File: src/rtl/mc_controller_if.sv
// mc_controller_if: control/status bundle between the multicycle controller and the datapath
interface mc_controller_if #(
  parameter int OPCODE_WIDTH = 6,
  parameter int CNT_WIDTH = 32
);
  logic mc_i_ce;
  logic [OPCODE_WIDTH-1:0] mc_i_opcode;
  logic mc_i_mem_ready;
  logic mc_o_PCWrite, mc_o_PCWriteCond, mc_o_IorD, mc_o_MemRead, mc_o_MemWrite;
  logic mc_o_IRWrite, mc_o_MemtoReg, mc_o_RegDst, mc_o_RegWrite, mc_o_ALUSrcA;
  logic [1:0] mc_o_ALUSrcB, mc_o_ALUOp, mc_o_PCSource;
  logic [3:0] mc_o_state;
  logic mc_o_illegal;
  logic [CNT_WIDTH-1:0] mc_o_retired;
  modport master (
    input mc_i_ce, mc_i_opcode, mc_i_mem_ready,
    output mc_o_PCWrite, mc_o_PCWriteCond, mc_o_IorD, mc_o_MemRead, mc_o_MemWrite,
    output mc_o_IRWrite, mc_o_MemtoReg, mc_o_RegDst, mc_o_RegWrite, mc_o_ALUSrcA,
    output mc_o_ALUSrcB, mc_o_ALUOp, mc_o_PCSource, mc_o_state, mc_o_illegal, mc_o_retired
  );
  modport slave (
    output mc_i_ce, mc_i_opcode, mc_i_mem_ready,
    input mc_o_PCWrite, mc_o_PCWriteCond, mc_o_IorD, mc_o_MemRead, mc_o_MemWrite,
    input mc_o_IRWrite, mc_o_MemtoReg, mc_o_RegDst, mc_o_RegWrite, mc_o_ALUSrcA,
    input mc_o_ALUSrcB, mc_o_ALUOp, mc_o_PCSource, mc_o_state, mc_o_illegal, mc_o_retired
  );
endinterface

File: src/rtl/mc_controller.sv
// mc_controller: multicycle MIPS control FSM with memory-latency handling, stall and retire counter
module mc_controller #(
  parameter int OPCODE_WIDTH = 6,
  parameter int MEM_LATENCY = 1,
  parameter int USE_READY = 0,
  parameter int CNT_WIDTH = 32
) (
  input logic mc_clk,
  input logic mc_rst,
  mc_controller_if.master bus
);
  localparam logic [3:0] FETCH = 4'd0, DECODE = 4'd1, MEMADR = 4'd2, MEMRD = 4'd3,
                         MEMWB = 4'd4, MEMWR = 4'd5, EXEC = 4'd6, RWB = 4'd7,
                         BEQ = 4'd8, ADDIEX = 4'd9, ADDIWB = 4'd10, JUMP = 4'd11;
  localparam logic [OPCODE_WIDTH-1:0] OP_LW = OPCODE_WIDTH'(6'b100011), OP_SW = OPCODE_WIDTH'(6'b101011),
                                      OP_R = OPCODE_WIDTH'(6'b000000), OP_BEQ = OPCODE_WIDTH'(6'b000100),
                                      OP_ADDI = OPCODE_WIDTH'(6'b001000), OP_J = OPCODE_WIDTH'(6'b000010);
  logic [3:0] state_q, state_d, nxt, wait_q, wait_d;
  logic [CNT_WIDTH-1:0] retired_q, retired_d;
  logic illegal_q, illegal_d;
  logic ce, mem_st, done, last;
  logic [OPCODE_WIDTH-1:0] op;
  always_comb begin
    ce = bus.mc_i_ce;
    op = bus.mc_i_opcode;
    mem_st = state_q inside {FETCH, MEMRD, MEMWR};
    done = mem_st && (USE_READY != 0 ? bus.mc_i_mem_ready : wait_q == 4'(MEM_LATENCY - 1));
    last = state_q inside {MEMWB, RWB, BEQ, ADDIWB, JUMP} || (state_q == MEMWR && done);
    nxt = FETCH;
    case (state_q)
      FETCH:   nxt = done ? DECODE : FETCH;
      DECODE:  nxt = (op == OP_LW || op == OP_SW) ? MEMADR : op == OP_R ? EXEC : op == OP_BEQ ? BEQ :
                     op == OP_ADDI ? ADDIEX : op == OP_J ? JUMP : FETCH;
      MEMADR:  nxt = op == OP_LW ? MEMRD : MEMWR;
      MEMRD:   nxt = done ? MEMWB : MEMRD;
      MEMWR:   nxt = done ? FETCH : MEMWR;
      EXEC:    nxt = RWB;
      ADDIEX:  nxt = ADDIWB;
      default: nxt = FETCH;
    endcase
    state_d = ce ? nxt : state_q;
    // the latency counter only runs while a memory state is still waiting
    wait_d = ce ? ((mem_st && !done && USE_READY == 0) ? wait_q + 4'd1 : 4'd0) : wait_q;
    retired_d = (ce && last) ? retired_q + CNT_WIDTH'(1) : retired_q;
    illegal_d = ce ? (state_q == DECODE && nxt == FETCH) : illegal_q;
  end
  always_comb begin
    bus.mc_o_MemRead = state_q inside {FETCH, MEMRD};
    bus.mc_o_IorD = state_q inside {MEMRD, MEMWR};
    bus.mc_o_IRWrite = ce && state_q == FETCH && done;
    bus.mc_o_PCWrite = ce && ((state_q == FETCH && done) || state_q == JUMP);
    bus.mc_o_PCWriteCond = ce && state_q == BEQ;
    bus.mc_o_MemWrite = ce && state_q == MEMWR;
    bus.mc_o_RegWrite = ce && (state_q inside {MEMWB, RWB, ADDIWB});
    bus.mc_o_MemtoReg = state_q == MEMWB;
    bus.mc_o_RegDst = state_q == RWB;
    bus.mc_o_ALUSrcA = state_q inside {MEMADR, EXEC, BEQ, ADDIEX};
    bus.mc_o_ALUSrcB = state_q == FETCH ? 2'b01 : state_q == DECODE ? 2'b11 :
                       (state_q inside {MEMADR, ADDIEX}) ? 2'b10 : 2'b00;
    bus.mc_o_ALUOp = state_q == EXEC ? 2'b10 : state_q == BEQ ? 2'b01 : 2'b00;
    bus.mc_o_PCSource = state_q == BEQ ? 2'b01 : state_q == JUMP ? 2'b10 : 2'b00;
    bus.mc_o_state = state_q;
    bus.mc_o_illegal = illegal_q;
    bus.mc_o_retired = retired_q;
  end
  always_ff @(posedge mc_clk)
    if (mc_rst) begin
      state_q <= FETCH;
      wait_q <= '0;
      retired_q <= '0;
      illegal_q <= 1'b0;
    end else begin
      state_q <= state_d;
      wait_q <= wait_d;
      retired_q <= retired_d;
      illegal_q <= illegal_d;
    end
endmodule

File: src/flat_wrapper.sv
// flat-port wrapper written by rule: the top's interface ports become plain ports
module mc_controller_flat 
#(
  parameter int OPCODE_WIDTH = 6,
  parameter int MEM_LATENCY = 1,
  parameter int USE_READY = 0,
  parameter int CNT_WIDTH = 32
)
  (mc_clk, mc_rst, bus_mc_i_ce, bus_mc_i_opcode, bus_mc_i_mem_ready, bus_mc_o_PCWrite, bus_mc_o_PCWriteCond, bus_mc_o_IorD, bus_mc_o_MemRead, bus_mc_o_MemWrite, bus_mc_o_IRWrite, bus_mc_o_MemtoReg, bus_mc_o_RegDst, bus_mc_o_RegWrite, bus_mc_o_ALUSrcA, bus_mc_o_ALUSrcB, bus_mc_o_ALUOp, bus_mc_o_PCSource, bus_mc_o_state, bus_mc_o_illegal, bus_mc_o_retired);
  mc_controller_if #(.OPCODE_WIDTH(OPCODE_WIDTH), .CNT_WIDTH(CNT_WIDTH)) bus_i ();
  input logic mc_clk;
  input logic mc_rst;
  input wire logic [$bits(bus_i.mc_i_ce)-1:0] bus_mc_i_ce;
  input wire logic [$bits(bus_i.mc_i_opcode)-1:0] bus_mc_i_opcode;
  input wire logic [$bits(bus_i.mc_i_mem_ready)-1:0] bus_mc_i_mem_ready;
  output wire logic [$bits(bus_i.mc_o_PCWrite)-1:0] bus_mc_o_PCWrite;
  output wire logic [$bits(bus_i.mc_o_PCWriteCond)-1:0] bus_mc_o_PCWriteCond;
  output wire logic [$bits(bus_i.mc_o_IorD)-1:0] bus_mc_o_IorD;
  output wire logic [$bits(bus_i.mc_o_MemRead)-1:0] bus_mc_o_MemRead;
  output wire logic [$bits(bus_i.mc_o_MemWrite)-1:0] bus_mc_o_MemWrite;
  output wire logic [$bits(bus_i.mc_o_IRWrite)-1:0] bus_mc_o_IRWrite;
  output wire logic [$bits(bus_i.mc_o_MemtoReg)-1:0] bus_mc_o_MemtoReg;
  output wire logic [$bits(bus_i.mc_o_RegDst)-1:0] bus_mc_o_RegDst;
  output wire logic [$bits(bus_i.mc_o_RegWrite)-1:0] bus_mc_o_RegWrite;
  output wire logic [$bits(bus_i.mc_o_ALUSrcA)-1:0] bus_mc_o_ALUSrcA;
  output wire logic [$bits(bus_i.mc_o_ALUSrcB)-1:0] bus_mc_o_ALUSrcB;
  output wire logic [$bits(bus_i.mc_o_ALUOp)-1:0] bus_mc_o_ALUOp;
  output wire logic [$bits(bus_i.mc_o_PCSource)-1:0] bus_mc_o_PCSource;
  output wire logic [$bits(bus_i.mc_o_state)-1:0] bus_mc_o_state;
  output wire logic [$bits(bus_i.mc_o_illegal)-1:0] bus_mc_o_illegal;
  output wire logic [$bits(bus_i.mc_o_retired)-1:0] bus_mc_o_retired;
  assign bus_i.mc_i_ce = bus_mc_i_ce;
  assign bus_i.mc_i_opcode = bus_mc_i_opcode;
  assign bus_i.mc_i_mem_ready = bus_mc_i_mem_ready;
  assign bus_mc_o_PCWrite = bus_i.mc_o_PCWrite;
  assign bus_mc_o_PCWriteCond = bus_i.mc_o_PCWriteCond;
  assign bus_mc_o_IorD = bus_i.mc_o_IorD;
  assign bus_mc_o_MemRead = bus_i.mc_o_MemRead;
  assign bus_mc_o_MemWrite = bus_i.mc_o_MemWrite;
  assign bus_mc_o_IRWrite = bus_i.mc_o_IRWrite;
  assign bus_mc_o_MemtoReg = bus_i.mc_o_MemtoReg;
  assign bus_mc_o_RegDst = bus_i.mc_o_RegDst;
  assign bus_mc_o_RegWrite = bus_i.mc_o_RegWrite;
  assign bus_mc_o_ALUSrcA = bus_i.mc_o_ALUSrcA;
  assign bus_mc_o_ALUSrcB = bus_i.mc_o_ALUSrcB;
  assign bus_mc_o_ALUOp = bus_i.mc_o_ALUOp;
  assign bus_mc_o_PCSource = bus_i.mc_o_PCSource;
  assign bus_mc_o_state = bus_i.mc_o_state;
  assign bus_mc_o_illegal = bus_i.mc_o_illegal;
  assign bus_mc_o_retired = bus_i.mc_o_retired;
  mc_controller #(.OPCODE_WIDTH(OPCODE_WIDTH), .MEM_LATENCY(MEM_LATENCY), .USE_READY(USE_READY), .CNT_WIDTH(CNT_WIDTH)) u_core (.mc_clk(mc_clk), .mc_rst(mc_rst), .bus(bus_i));
endmodule
File: config.mk
export PLATFORM = sky130hd
export DESIGN_NAME = mc_controller_flat
export DESIGN_NICKNAME = d
export VERILOG_FILES = /design/src/rtl/mc_controller_if.sv /design/src/rtl/mc_controller.sv /design/src/flat_wrapper.sv
export SDC_FILE = /design/constraint.sdc
export NUM_CORES = 1
export LEC_CHECK = 0
export BUFFER_PORTS_ARGS = -buffer_cell sky130_fd_sc_hd__buf_4
export CAP_MARGIN = 20
export CORE_MARGIN = 4
export CORE_UTILIZATION = 50
export DETAILED_ROUTE_END_ITERATION = 8
export GPL_ROUTABILITY_DRIVEN = 0
export PLACE_DENSITY = 0.8
export SETUP_SLACK_MARGIN = 0.05
export SYNTH_ARGS = -nofsm -noshare
export SYNTH_HDL_FRONTEND = slang
export SYNTH_SLANG_ARGS = --single-unit
File: constraint.sdc
create_clock -name mc_clk -period 4.85 [get_ports mc_clk]
set_input_delay 0.97 -clock mc_clk [delete_from_list [all_inputs] [get_ports mc_clk]]
set_output_delay 0.97 -clock mc_clk [all_outputs]
set_load 0.02 [all_outputs]
---- Word level (Yosys, flattened, before mapping) ----
Index checks and enable logic that the tools add are counted.
cells by class
  $lt $le $gt $ge ......................... 0
  shifts and indexed selects .............. 0
  reduce and logical (&&, ||, !) cells .... 27
  muxes and demuxes ....................... 18
  multiply operators ...................... 0
  div/mod/pow operators ................... 0
  add/subtract/negate cells ............... 2
  equal/unequal tests ..................... 16
  bitwise operators ....................... 0
operator list
  operator                                              number
  adder 32 x 1 -> 32 bit (second input constant)        1
  case mux 4 bit (7 select lines)                       1
  two-way mux 4 bit                                     6
  equality test 4 x 3 -> 1 bit (second input constant)  4
  equality test 4 bit (second input constant)           4
  equality test 6 bit (second input constant)           2
  logical AND 1 bit                                     12
  logical NOT 4 bit                                     3
  two-way mux 2 bit                                     6
  two-way mux 3 bit                                     3
  equality test 4 x 2 -> 1 bit (second input constant)  2
  equality test 6 x 2 -> 1 bit (second input constant)  1
  equality test 6 x 3 -> 1 bit (second input constant)  1
  equality test 6 x 4 -> 1 bit (second input constant)  1
  logical NOT 6 bit                                     1
  nonzero test 2 bit                                    3
  nonzero test 3 bit                                    2
  nonzero test 5 bit                                    1
  adder 4 x 1 -> 4 bit (second input constant)          1
  equality test 4 x 1 -> 1 bit (second input constant)  1
  nonzero test 4 bit                                    1
  logical OR 1 bit                                      3
  two-way mux 1 bit                                     2
  logical NOT 1 bit                                     1
storage, ports and cells
  memory bits (writable) .................. 0
  word-level logic and storage cells ...... 67
  register bits ........................... 41
  input port bits ......................... 10
  memories kept ........................... 0
  memory bits (read-only) ................. 0
  bits in latches ......................... 0

---- Longest topological paths before layout ----
Gate-level depths: netlist (run 1).
  word-level depth ........................ 9
  gate-level depth with buffers ........... 8

---- Least setup slack after synthesis (run 1) ----
Ideal clock, no wire load.
  path type ............................... in2out
  start ................................... in bus_mc_i_ce
  end ..................................... out bus_mc_o_MemWrite
  cell stages on the path ................. 3
  setup slack ............................. 2.088 ns
  data arrival time ....................... 1.792 ns
  cell sequence ........................... buf_4 -> clkinv_1 -> nor3_1
between the ends
  cells in the longest elaborated chain, start to end .. 1
RTL lines
  item                line                 RTL
  start: declaration  flat_wrapper.sv:13   input wire logic [$bits(bus_i.mc_i_ce)-1:0] bus_mc_i_ce;
  logical AND 1 bit   mc_controller.sv:53  bus.mc_o_MemWrite = ce && state_q == MEMWR;
  end: declaration    flat_wrapper.sv:20   output wire logic [$bits(bus_i.mc_o_MemWrite)-1:0] bus_mc_o_MemWrite;
No other way between the ends.

---- Worst setup path after layout (run 1) ----
Ends and elaborated chain as after synthesis.

==> results by group, run 1 <==
Timing
  – Max_slew headroom: 0.561
  – Minimum clock period: 2.83 ns
  – Final setup viols: 0
  – Worst-margin pin slew: 0.657 ns
  – Slew Limit Fails: 0
  – Final Hold Vio Count: 0
  – F_max: 354 MHz
  – Sum Neg Setup Slack: 0 ns
  – Final period util: 0.583
  – Fin worst setup slack: ~2 ns
  – RSZ-0062 raised after global routing: no
  – Fin Clk Skew: 0.00754 ns

GRT
  – Total track usage: 0.193
  – Vias in the first global route: roughly 2100
  – Global-route wire length before repair: 9770 µm
  – Largest net degree at the start of global routing: 46
  – Overflow after GRT: 0
  – Initial antenna violation count: 0

Power and ir drop
  – Pwr Density: 218 mW/mm²
  – Clock network power share: 0.340
  – Comb power frac: 0.128
  – Net switching power: 169 µW
  – Reg power frac: 0.532
  – Static Leakage: 0.00113 µW
  – Pint: 485 µW
  – VDD IR max: between 0.00015 and 0.0002 V
  – Sw Share: 0.259

Worst hold path
  – Min-Delay Endpoint: u_core.bus.mc_o_illegal
  – Hold path depth: 1
  – HP Class: register to register
  – Worst min-delay path startpoint: u_core.bus.mc_o_illegal

Routing
  – WL final: 5780 µm
  – Iteration-0 DRC Markers: 165
  – Wire per inst: 13.6 µm
  – DRC Markers: 0
  – DR vias: 2443
  – DR pass1 iterations: 4
  – ANT nets after route: 0
  – Via density: 5.75

Critical path
  – Crit-path cells: buf_4 -> clkinv_1 -> nor3_1 -> buf_4
  – CP Max Fanout: 16
  – Reg-to-Reg End: u_core.bus.mc_o_retired[29]
  – Reg-to-Reg Start: u_core.bus.mc_o_state[0]
  – Critical Path Most Common Cell: buf_4
  – Slack of the worst reg-to-reg path: between 2 and 2.5 ns
  – R2r worst-path depth: 5
  – CP Capture Type: output port
  – Worst Path Class, Setup: input port to output port
  – CP arrival: approximately 1.9 ns
  – CP max-delay cell: clkinv_1
  – Startpoint types: input port
  – CP peak stage delay: 0.27 ns
  – CP required: 3.88 ns

CTS
  – Clk_lat worst skew: 0.29 ns
  – Clock Sinks: 41
  – CTS root buffer: clkbuf_8
  – Post-CTS Setup Repair Bufs: 0
  – TritonCTS Buffers: 5
  – Post-CTS Resized: 0
  – CTS H-tree lvls: 2
  – Clock Pin Slew Worst Setup and Hold Paths: 0.07 ns
  – CTS max path bufs: 2
  – Hold buffers post-CTS: 0
  – CTS tree: done

Synth
  – Syn_area_per_cell: 8.01 µm²
  – Area fraction in compound gates after synthesis: 0.142
  – Post-synthesis simple-gate area fraction: 0.378
  – Main combinational cell family by area after synthesis: simple AND/OR/NAND/NOR gates
  – Cell area after synthesis: about 0.0025 mm²
  – Synthesized Nets: 321
  – XOR/XNOR Fraction of Synth Area: 0.0603
  – Cell count after synthesis: between 300 and 400
  – Share of the synthesized area in the top cell type: 0.333
  – Number of distinct library cells after synthesis: 54
  – Yosys warns: 0
  – Biggest area consumer among synthesized cells: dfxtp_1
  – Post-synthesis mux area share: 0.0223
  – Synth Area in Adders: 0.0152
  – Sequential share of the synthesized area: 0.333
  – EDFF count, synth: 0
  – Synth top area cells: dfxtp_1, nor2_1, a21oi_1
  – Asr flop ratio synth: 0
  – Main synth FF type: dfxtp_1
  – #FFs+latches synth: 41

Floorplan
  – Die area: around 0.006 mm²
  – Die height: 78.2 µm
  – Core area: 0.00475 mm²
  – IO Count: 63
  – Initial Util: 0.519
  – FP Rows: 25
  – Die width: between 70 and 80 µm

Finish
  – Nets: around 370
  – Area added between synthesis and finish: 21.6%
  – Fillers: 457
  – Core Util, Final: 0.631
  – Share of cells above drive strength 1: 0.229
  – ANT cells: 0

Status
  – Status: complete, no violations

Place
  – I/O Buffers: a little over 60
  – Pre-CTS setup slack: 2.03 ns
  – Hpwl dp: between 4000 and 5000 µm

Job
  – Max Cap Violations: 0
## cell usage after synthesis, drive strengths merged, types with 2 or more instances
cell / count
dfxtp: 41
nor2: 33
nand2: 23
a21oi: 20
nor3: 17
nand3: 16
nand4: 14
o21ai: 13
or3: 11
xnor2: 11
clkbuf: 9
nor4: 9
buf: 8
or4: 7
and3: 6
inv: 6
o31ai: 6
xor2: 6
and4: 5
nand2b: 5
nor2b: 5
mux2: 4
a211oi: 3
a31oi: 3
ha: 3
and2: 2
and2b: 2
nand4b: 2
## how the worst max path moves through the flow
| stage | start | slack [ns] | to |
|---|---|---|---|
| floorplan | bus_mc_i_ce | 2.09 | bus_mc_o_MemWrite |
| global placement | bus_mc_i_ce | 2.04 | bus_mc_o_MemWrite |
| detailed placement | bus_mc_i_ce | 2.03 | bus_mc_o_MemWrite |
| CTS | bus_mc_i_ce | 2.02 | bus_mc_o_MemWrite |
| global route | bus_mc_i_ce | 1.89 | bus_mc_o_MemWrite |
| finish | bus_mc_i_ce | 2.02 | bus_mc_o_MemWrite |
## worst max-delay path: cells and delay by family
family	cells	cell delay (ns)
AND/OR/NAND/NOR	1	0.26
buffers and inverters	3	0.62
## kinds of logic after synthesis
kind of cell               count (synthesis)
and+or+nand+nor                          162
xor gates and xnor gates                  17
AOI/OAI and AO/OA                         55
DFF                                       41
adders and majority gates                  3
buffers and inverters                     25
muxes                                      5
## sequential cells by signal (all words and copies together), names as in the netlist
signal	flops
u_core.bus.mc_o_state	4
u_core.bus.mc_o_retired	32
u_core.bus.mc_o_illegal	1
u_core.wait_q	4
## cell type report
| type | count | area, µm² | area share |
|---|---|---|---|
| Inverter | 7 | 26.3 | 0.00876 |
| Multi-Input combinational cell | 242 | 1520 | 0.508 |
| Timing Repair Buffer | 61 | 458 | 0.153 |
| Sequential cell | 41 | 821 | 0.274 |
| Tap cell | 67 | 83.8 | 0.0280 |
| Clock buffer | 7 | 86.3 | 0.0288 |
## cells in the final DEF (no fill, tap or decap), types with 2 or more instances in the layout
master     n
or3_1     11
xor2_1     6
nand2b_1   5
clkbuf_8   6
dfxtp_1   41
or4_1      7
a21oi_1   20
nor4_1     8
and4_1     4
and2_1     2
o31ai_1    6
mux2_2     4
a211oi_1   3
and2b_2    2
nor2_1    33
buf_4     61
and3_1     6
nand2_1   23
nand4_1   11
inv_1      6
nand4b_1   2
ha_1       3
a31oi_1    3
nand4_2    2
nand3_1   16
o21ai_0   12
xnor2_1   11
nor3_1    17
nor2b_1    5
## power by group through the flow
stage	combinational (µW)	clock, µW	sequential, µW
floorplan	59.7	0	353
global placement	83.4	0	356
detailed placement	83.8	0	356
CTS	84.2	228	348
global route	92.4	242	349
finish	83.8	222	348
## through the flow
| stage | instance area [µm²] | power, µW | std cells | hold WS, ns |
|---|---|---|---|---|
| finish | 3000 | 655 | 425 | 0.493 |
| global route | 3000 | 684 | 425 | 0.529 |
| CTS | 3000 | 660 | 425 | 0.496 |
| detailed placement | 2910 | 440 | 418 | 0.475 |
| global placement | 2910 | 439 | 418 | 0.473 |
| floorplan | 2470 | 412 | 308 | 0.467 |
## metal layers
metal,track usage,part of all wire
met1,0.262,0.47
met2,0.312,0.46
met3,0.0390,0.056
met4,0.0524,0.011
met5,0,0
Power figures use the tool's default switching activity.
==> inputs of run 2 (changes only) <==
--- a/config.mk
+++ b/config.mk
@@ -5,13 +5,14 @@
 export SDC_FILE = /design/constraint.sdc
 export NUM_CORES = 1
 export LEC_CHECK = 0
+export ABC_AREA = 1
 export BUFFER_PORTS_ARGS = -buffer_cell sky130_fd_sc_hd__buf_4
 export CAP_MARGIN = 20
 export CORE_MARGIN = 4
 export CORE_UTILIZATION = 50
 export DETAILED_ROUTE_END_ITERATION = 8
 export GPL_ROUTABILITY_DRIVEN = 0
-export PLACE_DENSITY = 0.8
+export PLACE_DENSITY = 0.78
 export SETUP_SLACK_MARGIN = 0.05
 export SYNTH_ARGS = -nofsm -noshare
 export SYNTH_HDL_FRONTEND = slang
==> constraint.sdc (replaced) <==
create_clock -name mc_clk -period 2.65 [get_ports mc_clk]
set_input_delay 0.53 -clock mc_clk [delete_from_list [all_inputs] [get_ports mc_clk]]
set_output_delay 0.53 -clock mc_clk [all_outputs]
set_load 0.02 [all_outputs]
==> run 2 against run 1 <==
Compared with the run above:
- first-iteration DRC count grew 36%
- clock power grew 100%
- critical path depth grew 3
- critical endpoint is now bus_mc_o_PCWrite
- sequential power grew 83%
- synthesized cell count grew 56%
- area after synthesis grew 17%
- worst hold slack lost 0.020 ns
==> results by group, run 2 <==
Status
  – Status: complete, no violations

Critical path
  – Slack of the worst reg-to-reg path: 0.66 ns (-1.76 ns)
  – Startpoint types: register
  – Sum of buffers and inverters on the critical path: 3 (unchanged)
  – CP max-delay cell: dfxtp_1
  – Reg-to-Reg Start: u_core.wait_q[0]
  – Critical Path Most Common Cell: inv_1
  – CP Capture Type: output port
  – CP arrival: 1.55 ns (-0.31 ns)
  – Worst Path Class, Setup: register to output port
  – Worst setup startpoint: u_core.wait_q[0]
  – R2r worst-path depth: 9 (+4)
  – Crit-path cells: inv_1 -> ha_1 -> nand3_1 -> nor2_1 -> inv_1 -> a21oi_1 -> buf_4
  – Stages on the worst setup path: 7 (+3)
  – Reg-to-Reg End: u_core.bus.mc_o_retired[27]
  – Worst setup path endpoint: bus_mc_o_PCWrite
  – Critical path's top delay family: simple AND/OR/NAND/NOR gates
  – CP Max Fanout: 6 (-10)
  – CP required: 2.12 ns (-1.76 ns)
  – CP peak stage delay: 0.33 ns (+0.06 ns)

Timing
  – Minimum clock period: between 2 and 2.5 ns
  – Fin worst setup slack: 0.567 ns (-1.46 ns)
  – Max_slew headroom: 0.638 (+0.0765)
  – Worst-margin pin slew: 0.543 ns (-0.114 ns)
  – Slew Limit Fails: 0 (unchanged)
  – Fin Clk Skew: 0.00590 ns (-0.00164 ns)
  – Final Hold Vio Count: 0 (unchanged)
  – Final setup viols: 0 (unchanged)
  – RSZ-0062 raised after global routing: no
  – F_max: roughly 480 MHz
  – Final period util: 0.786
  – Sum Neg Setup Slack: 0 ns (unchanged)

Floorplan
  – FP Rows: 27 (+8.0%)
  – Die area: 0.00705 mm² (+15%)
  – IO Count: 63 (unchanged)
  – Die height: 83.9 µm (+7.3%)
  – Core area: 0.00554 mm² (+17%)
  – Die width: 83.9 µm (+7.3%)
  – Initial Util: 0.521 (+0.00160)

Finish
  – Area added between synthesis and finish: 19.0%
  – Most frequent cells in the layout: nand2_1, nor2_1, buf_4, inv_1, dfxtp_1
  – Nets: 550 (+48%)
  – Post-route cell area: 0.00343 mm² (+14%)
  – Max reg flops: 32 (unchanged)
  – Finished Layout Cells: 610 (+44%)
  – Share of cells above drive strength 1: 0.199 (-0.0302)
  – ANT cells: 0 (unchanged)
  – Most common cell after layout, fill and taps aside: nand2_1
  – Fillers: 554 (+21%)
  – Core Util, Final: 0.619 (-0.0113)

Power and ir drop
  – VDD IR max: 0.000224 V (+29%)
  – Static Leakage: 0.00150 µW (+33%)
  – Pwr Density: 374 mW/mm² (+71%)

Job
  – Max Cap Violations: 0 (unchanged)

Routing
  – Via density: 5.20 (-9.6%)
  – Iteration-0 DRC Markers: 224 (+36%)
  – DR vias: 3170 (+30%)
  – DR pass1 iterations: 4 (unchanged)
  – Wire per inst: 12.3 µm (-9.4%)
  – ANT nets after route: 0 (unchanged)
  – DRC Markers: 0 (unchanged)
  – WL final: 7510 µm (+30%)

CTS
  – Clock Sinks: 41 (unchanged)
  – Clock Pin Slew Worst Setup and Hold Paths: 0.08 ns (about the same)
  – TritonCTS Buffers: 5 (unchanged)
  – Hold buffers post-CTS: 0 (unchanged)
  – CTS root buffer: clkbuf_8
  – Post-CTS Setup Repair Bufs: 0 (unchanged)
  – CTS tree: done
  – Clk_lat worst skew: 0.29 ns (about the same)
  – CTS max path bufs: 2 (unchanged)
  – CTS H-tree lvls: 2 (unchanged)
  – Post-CTS Resized: 0 (unchanged)

Synth
  – Cell area after synthesis: 0.00288 mm² (+17%)
  – Main synth FF type: dfxtp_1
  – Synth top area cells: dfxtp_1, nand2_1, nor2_1
  – #FFs+latches synth: 41 (unchanged)
  – Synthesized Nets: 495 (+54%)
  – Yosys warns: 0 (unchanged)
  – Biggest area consumer among synthesized cells: dfxtp_1
  – EDFF count, synth: 0 (unchanged)
  – Most common cell in the netlist: nand2_1
  – Syn_area_per_cell: 5.98 µm² (-25%)
  – Number of distinct library cells after synthesis: 28 (-48%)
  – Synth cell count leaders: nand2_1, nor2_1, inv_1
  – Share of the synthesized area in the top cell type: 0.285 (-0.0481)
  – Asr flop ratio synth: 0 (unchanged)
  – Sequential share of the synthesized area: 0.285 (-0.0481)
  – Cell count after synthesis: 482 (+56%)

Worst hold path
  – HP Class: register to register

Place
  – Placed insts: 602 (+44%)
  – Hpwl dp: 5700 µm (+37%)
  – Pre-CTS setup slack: 0.667 ns (-1.36 ns)
  – Placed inst area: 0.00333 mm² (+14%)
  – I/O Buffers: 61 (unchanged)

GRT
  – Vias in the first global route: 2949 (+38%)
  – Largest net degree at the start of global routing: 44 (-4.3%)
  – Total track usage: 0.212 (+0.0192)
  – Overflow after GRT: 0 (unchanged)
  – Initial antenna violation count: 0 (unchanged)
  – Global-route wire length before repair: 12700 µm (+30%)
-- run 2: cell types whose count changed in the layout (fill, tap and decap cells not counted), moves of 7 or more --
cell and change:
a21oi_2 +12, inv_1 +52, nand2_1 +121, nand2_2 +13, nand3_1 +20, nor2_1 +40, nor4_1 -8, or3_1 -11
or4_1 -7, xnor2_1 -11
-- run 2: logic make-up after synthesis --
family / synth area share
buffers and inverters: 0.118
DFF: 0.285
adders and majority gates: 0.0130
AOI/OAI and AO/OA: 0.114
xor gates and xnor gates: 0.0243
and+or+nand+nor: 0.446
-- run 2: power by group --
group	internal [µW]	switching (µW)	total [µW]
logic	63.5	130	194
clock network	236	218	454
registers	623	13.7	637
total	922	363	1280
-- run 2: area by class of cell --
cell class              instances  area (µm²)  area share
well taps                      72        90.1      0.0262
repair buffers                 61         458       0.133
clock inverters                 1        5.00     0.00146
clock buffers                   7        96.3      0.0281
multi-input cells             365        1720       0.502
inverters                      63         239      0.0696
flip-flops and latches         41         821       0.239
-- run 2: per-layer routing --
metal / up-vias / GRT usage / share of wire
met5: - / 0 / 0
met3: 16 / 0.0395 / 0.067
met1: 1420 / 0.248 / 0.43
li1: 1625 / - / -
met2: 109 / 0.378 / 0.48
met4: 0 / 0.0863 / 0.024
-- run 2: worst min-delay path by stage --
stage	start	endpoint	depth (start not counted)
finish	u_core.bus.mc_o_illegal	u_core.bus.mc_o_illegal	2
global route	u_core.bus.mc_o_illegal	u_core.bus.mc_o_illegal	2
CTS	u_core.bus.mc_o_illegal	u_core.bus.mc_o_illegal	2
detailed placement	u_core.bus.mc_o_illegal	u_core.bus.mc_o_illegal	2
global placement	u_core.bus.mc_o_illegal	u_core.bus.mc_o_illegal	2
floorplan	u_core.wait_q[1]	u_core.wait_q[1]	2
-- run 2: worst reg2reg max path, cell delays in order, from the launching register on --
cell and delay, ns:
dfxtp_1 0.36, inv_1 0.07, ha_1 0.19, nand3_1 0.19, nor2_1 0.09, o21ai_2 0.16
nand2_4 0.28, inv_4 0.34, nand2_1 0.09, a21oi_1 0.15
-- run 2: per-stage QoR --
step / hold WS, ns / power (µW)
2_1_floorplan: 0.475 / 790
3_3_place_gp: 0.458 / 842
3_5_place_dp: 0.466 / 844
4_1_cts: 0.479 / 1300
5_1_grt: 0.519 / 1350
6_report: 0.474 / 1280
==> inputs of run 3 (changes only) <==
--- a/config.mk
+++ b/config.mk
@@ -5,14 +5,14 @@
 export SDC_FILE = /design/constraint.sdc
 export NUM_CORES = 1
 export LEC_CHECK = 0
-export ABC_AREA = 1
+export ABC_AREA = 0
 export BUFFER_PORTS_ARGS = -buffer_cell sky130_fd_sc_hd__buf_4
 export CAP_MARGIN = 20
 export CORE_MARGIN = 4
 export CORE_UTILIZATION = 50
 export DETAILED_ROUTE_END_ITERATION = 8
 export GPL_ROUTABILITY_DRIVEN = 0
-export PLACE_DENSITY = 0.78
+export PLACE_DENSITY = 0.8
 export SETUP_SLACK_MARGIN = 0.05
 export SYNTH_ARGS = -nofsm -noshare
 export SYNTH_HDL_FRONTEND = slang
==> constraint.sdc (replaced) <==
create_clock -name mc_clk -period 2.15 [get_ports mc_clk]
set_input_delay 0.43 -clock mc_clk [delete_from_list [all_inputs] [get_ports mc_clk]]
set_output_delay 0.43 -clock mc_clk [all_outputs]
set_load 0.02 [all_outputs]
==> run 3 against run 2 <==
Compared with the run above:
- final area shrank 3.1%
- die area down 13%
- via count decreased by 17%
- highest routed layer unchanged
==> results by group, run 3 (synthesis gave the netlist of run 1 again) <==
Timing
  – Final Hold Vio Count: 0 (unchanged)
  – F_max: ~500 MHz
  – Final setup viols: 0 (unchanged)
  – Minimum clock period: 2.01 ns
  – RSZ-0062 raised after global routing: no
  – Final period util: 0.934
  – Max_slew headroom: 0.627 (-0.0113)
  – Fin worst setup slack: 0.142 ns (-0.425 ns)
  – Slew Limit Fails: 0 (unchanged)
  – Sum Neg Setup Slack: 0 ns (unchanged)
  – Hold_ws: 0.465 ns (-0.00836 ns)
  – Worst-margin pin slew: 0.556 ns (+0.0133 ns)
  – Fin Clk Skew: 0.00872 ns (+0.00282 ns)

Floorplan
  – IO Count: 63 (unchanged)
  – FP Rows: 25 (-7.4%)
  – Initial Util: 0.519 (-0.00160)
  – Core area: 0.00475 mm² (-14%)
  – Die area: 0.00612 mm² (-13%)
  – Die width: 78.2 µm (-6.8%)
  – Die height: 78.2 µm (-6.8%)

Finish
  – Nets: 402 (-27%)
  – Area added between synthesis and finish: 34.7%
  – Share of cells above drive strength 1: 0.323 (+0.124)
  – Most common cell after layout, fill and taps aside: buf_4
  – Core Util, Final: 0.699 (+0.0797)
  – ANT cells: 0 (unchanged)
  – Max reg flops: 32 (unchanged)
  – Most frequent cells in the layout: buf_4, dfxtp_1, nor2_1, nand2_1, a21oi_1

Power and ir drop
  – Total power draw: 1640 µW (+27%)
  – Clock network power share: 0.389 (+0.036)
  – Comb power frac: 0.138 (-0.013)
  – Pint: 1240 µW (+34%)
  – Pwr Density: 492 mW/mm² (+31%)
  – Reg power frac: 0.473 (-0.023)
  – Net switching power: 401 µW (+11%)
  – VDD IR max: 0.000489 V (+120%)
  – Static Leakage: 0.00131 µW (-13%)
  – Sw Share: 0.245 (-0.0372)

CTS
  – CTS root buffer: clkbuf_8
  – Hold buffers post-CTS: 0 (unchanged)
  – Clk_lat worst skew: 0.29 ns (about the same)
  – CTS tree: done
  – CTS max path bufs: 2 (unchanged)
  – Clock Pin Slew Worst Setup and Hold Paths: 0.07 ns (about the same)
  – CTS H-tree lvls: 2 (unchanged)
  – TritonCTS Buffers: 5 (unchanged)
  – Clock Sinks: 41 (unchanged)

Critical path
  – CP arrival: 2.19 ns (+0.64 ns)
  – Startpoint types: register
  – Worst Path Class, Setup: register to register
  – Crit-path cells: and2b_2 -> o22ai_4 -> nand3_1 -> or3_1 -> mux2_2
  – CP Max Fanout: 7 (+1)
  – CP Capture Type: register
  – CP required: 2.33 ns (+0.21 ns)
  – CP peak stage delay: 0.46 ns (+0.13 ns)
  – CP max-delay cell: dfxtp_1

Routing
  – DR vias: 2624 (-17%)
  – Iteration-0 DRC Markers: 145 (-35%)
  – DR pass1 iterations: 5 (+1)
  – DRC Markers: 0 (unchanged)
  – ANT nets after route: 0 (unchanged)
  – Via density: 5.74 (+10%)
  – WL final: 6390 µm (-15%)
  – Wire per inst: 14.0 µm (+14%)

Place
  – I/O Buffers: 61 (unchanged)
  – Hpwl dp: 4550 µm (-20%)
  – Pre-CTS setup slack: 0.0167 ns (-0.651 ns)

GRT
  – Initial antenna violation count: 0 (unchanged)
  – Largest net degree at the start of global routing: 35 (-20%)
  – Global-route wire length before repair: 10700 µm (-16%)
  – Overflow after GRT: 0 (unchanged)
  – Vias in the first global route: 2352 (-20%)
  – Total track usage: 0.209 (-0.00370)

Worst hold path
  – HP Class: input port to register

Job
  – Max Cap Violations: 0 (unchanged)

Status
  – Status: complete, no violations
## run 3: stage by stage
stage | std cells | area (µm²)
finish | 457 | 3320
global route | 457 | 3320
CTS | 448 | 3200
detailed placement | 440 | 3080
global placement | 440 | 3080
floorplan | 308 | 2470
## run 3: final timing paths
| path | startpoint | end | slack [ns] | cells after the start |
|---|---|---|---|---|
| worst max-delay path | u_core.bus.mc_o_state[0] | u_core.bus.mc_o_retired[31] | 0.14 | 5 |
| worst max register to register | u_core.bus.mc_o_state[0] | u_core.bus.mc_o_retired[31] | 0.14 | 5 |
| worst min-delay path | bus_mc_i_ce | u_core.bus.mc_o_state[1] | 0.47 | 2 |
| worst min register to register | u_core.wait_q[1] | u_core.wait_q[1] | 0.49 | 2 |
## run 3: power groups by stage
stage	Combinational [µW]	Clock, µW	Sequential, µW
after floorplan	135	0	795
after global placement	218	0	791
after detailed placement	220	0	791
after CTS	222	642	773
after global routing	245	678	774
final	226	637	774
## run 3: worst max-delay path: cells and delay by family, from the launching register on
kind / cells / cell delay [ns]
AOI/OAI and AO/OA: 1 / 0.31
and+or+nand+nor: 3 / 0.87
muxes: 1 / 0.27
DFF: 1 / 0.46
## run 3: layer usage
| metal | part of all wire | track usage |
|---|---|---|
| met4 | 0.019 | 0.0734 |
| met1 | 0.45 | 0.276 |
| met3 | 0.050 | 0.0390 |
| met5 | 0 | 0 |
| met2 | 0.49 | 0.340 |
## run 3: area by class of cell
cell class | instances | area, µm²
clock buffers | 7 | 86.3
clock inverters | 1 | 30.0
fillers | 408 | 1430
inverters | 7 | 26.3
multi-input cells | 242 | 1580
flip-flops and latches | 41 | 828
well taps | 67 | 83.8
repair buffers | 92 | 694
## run 3: timing repair
| action | 4_1_cts | 5_1_grt |
|---|---|---|
| endpoints found under the setup margin | 1 | 15 |
| pin swaps | 0 | 4 |
| gates resized for setup | 1 | 16 |
| setup buffers | 0 | 9 |
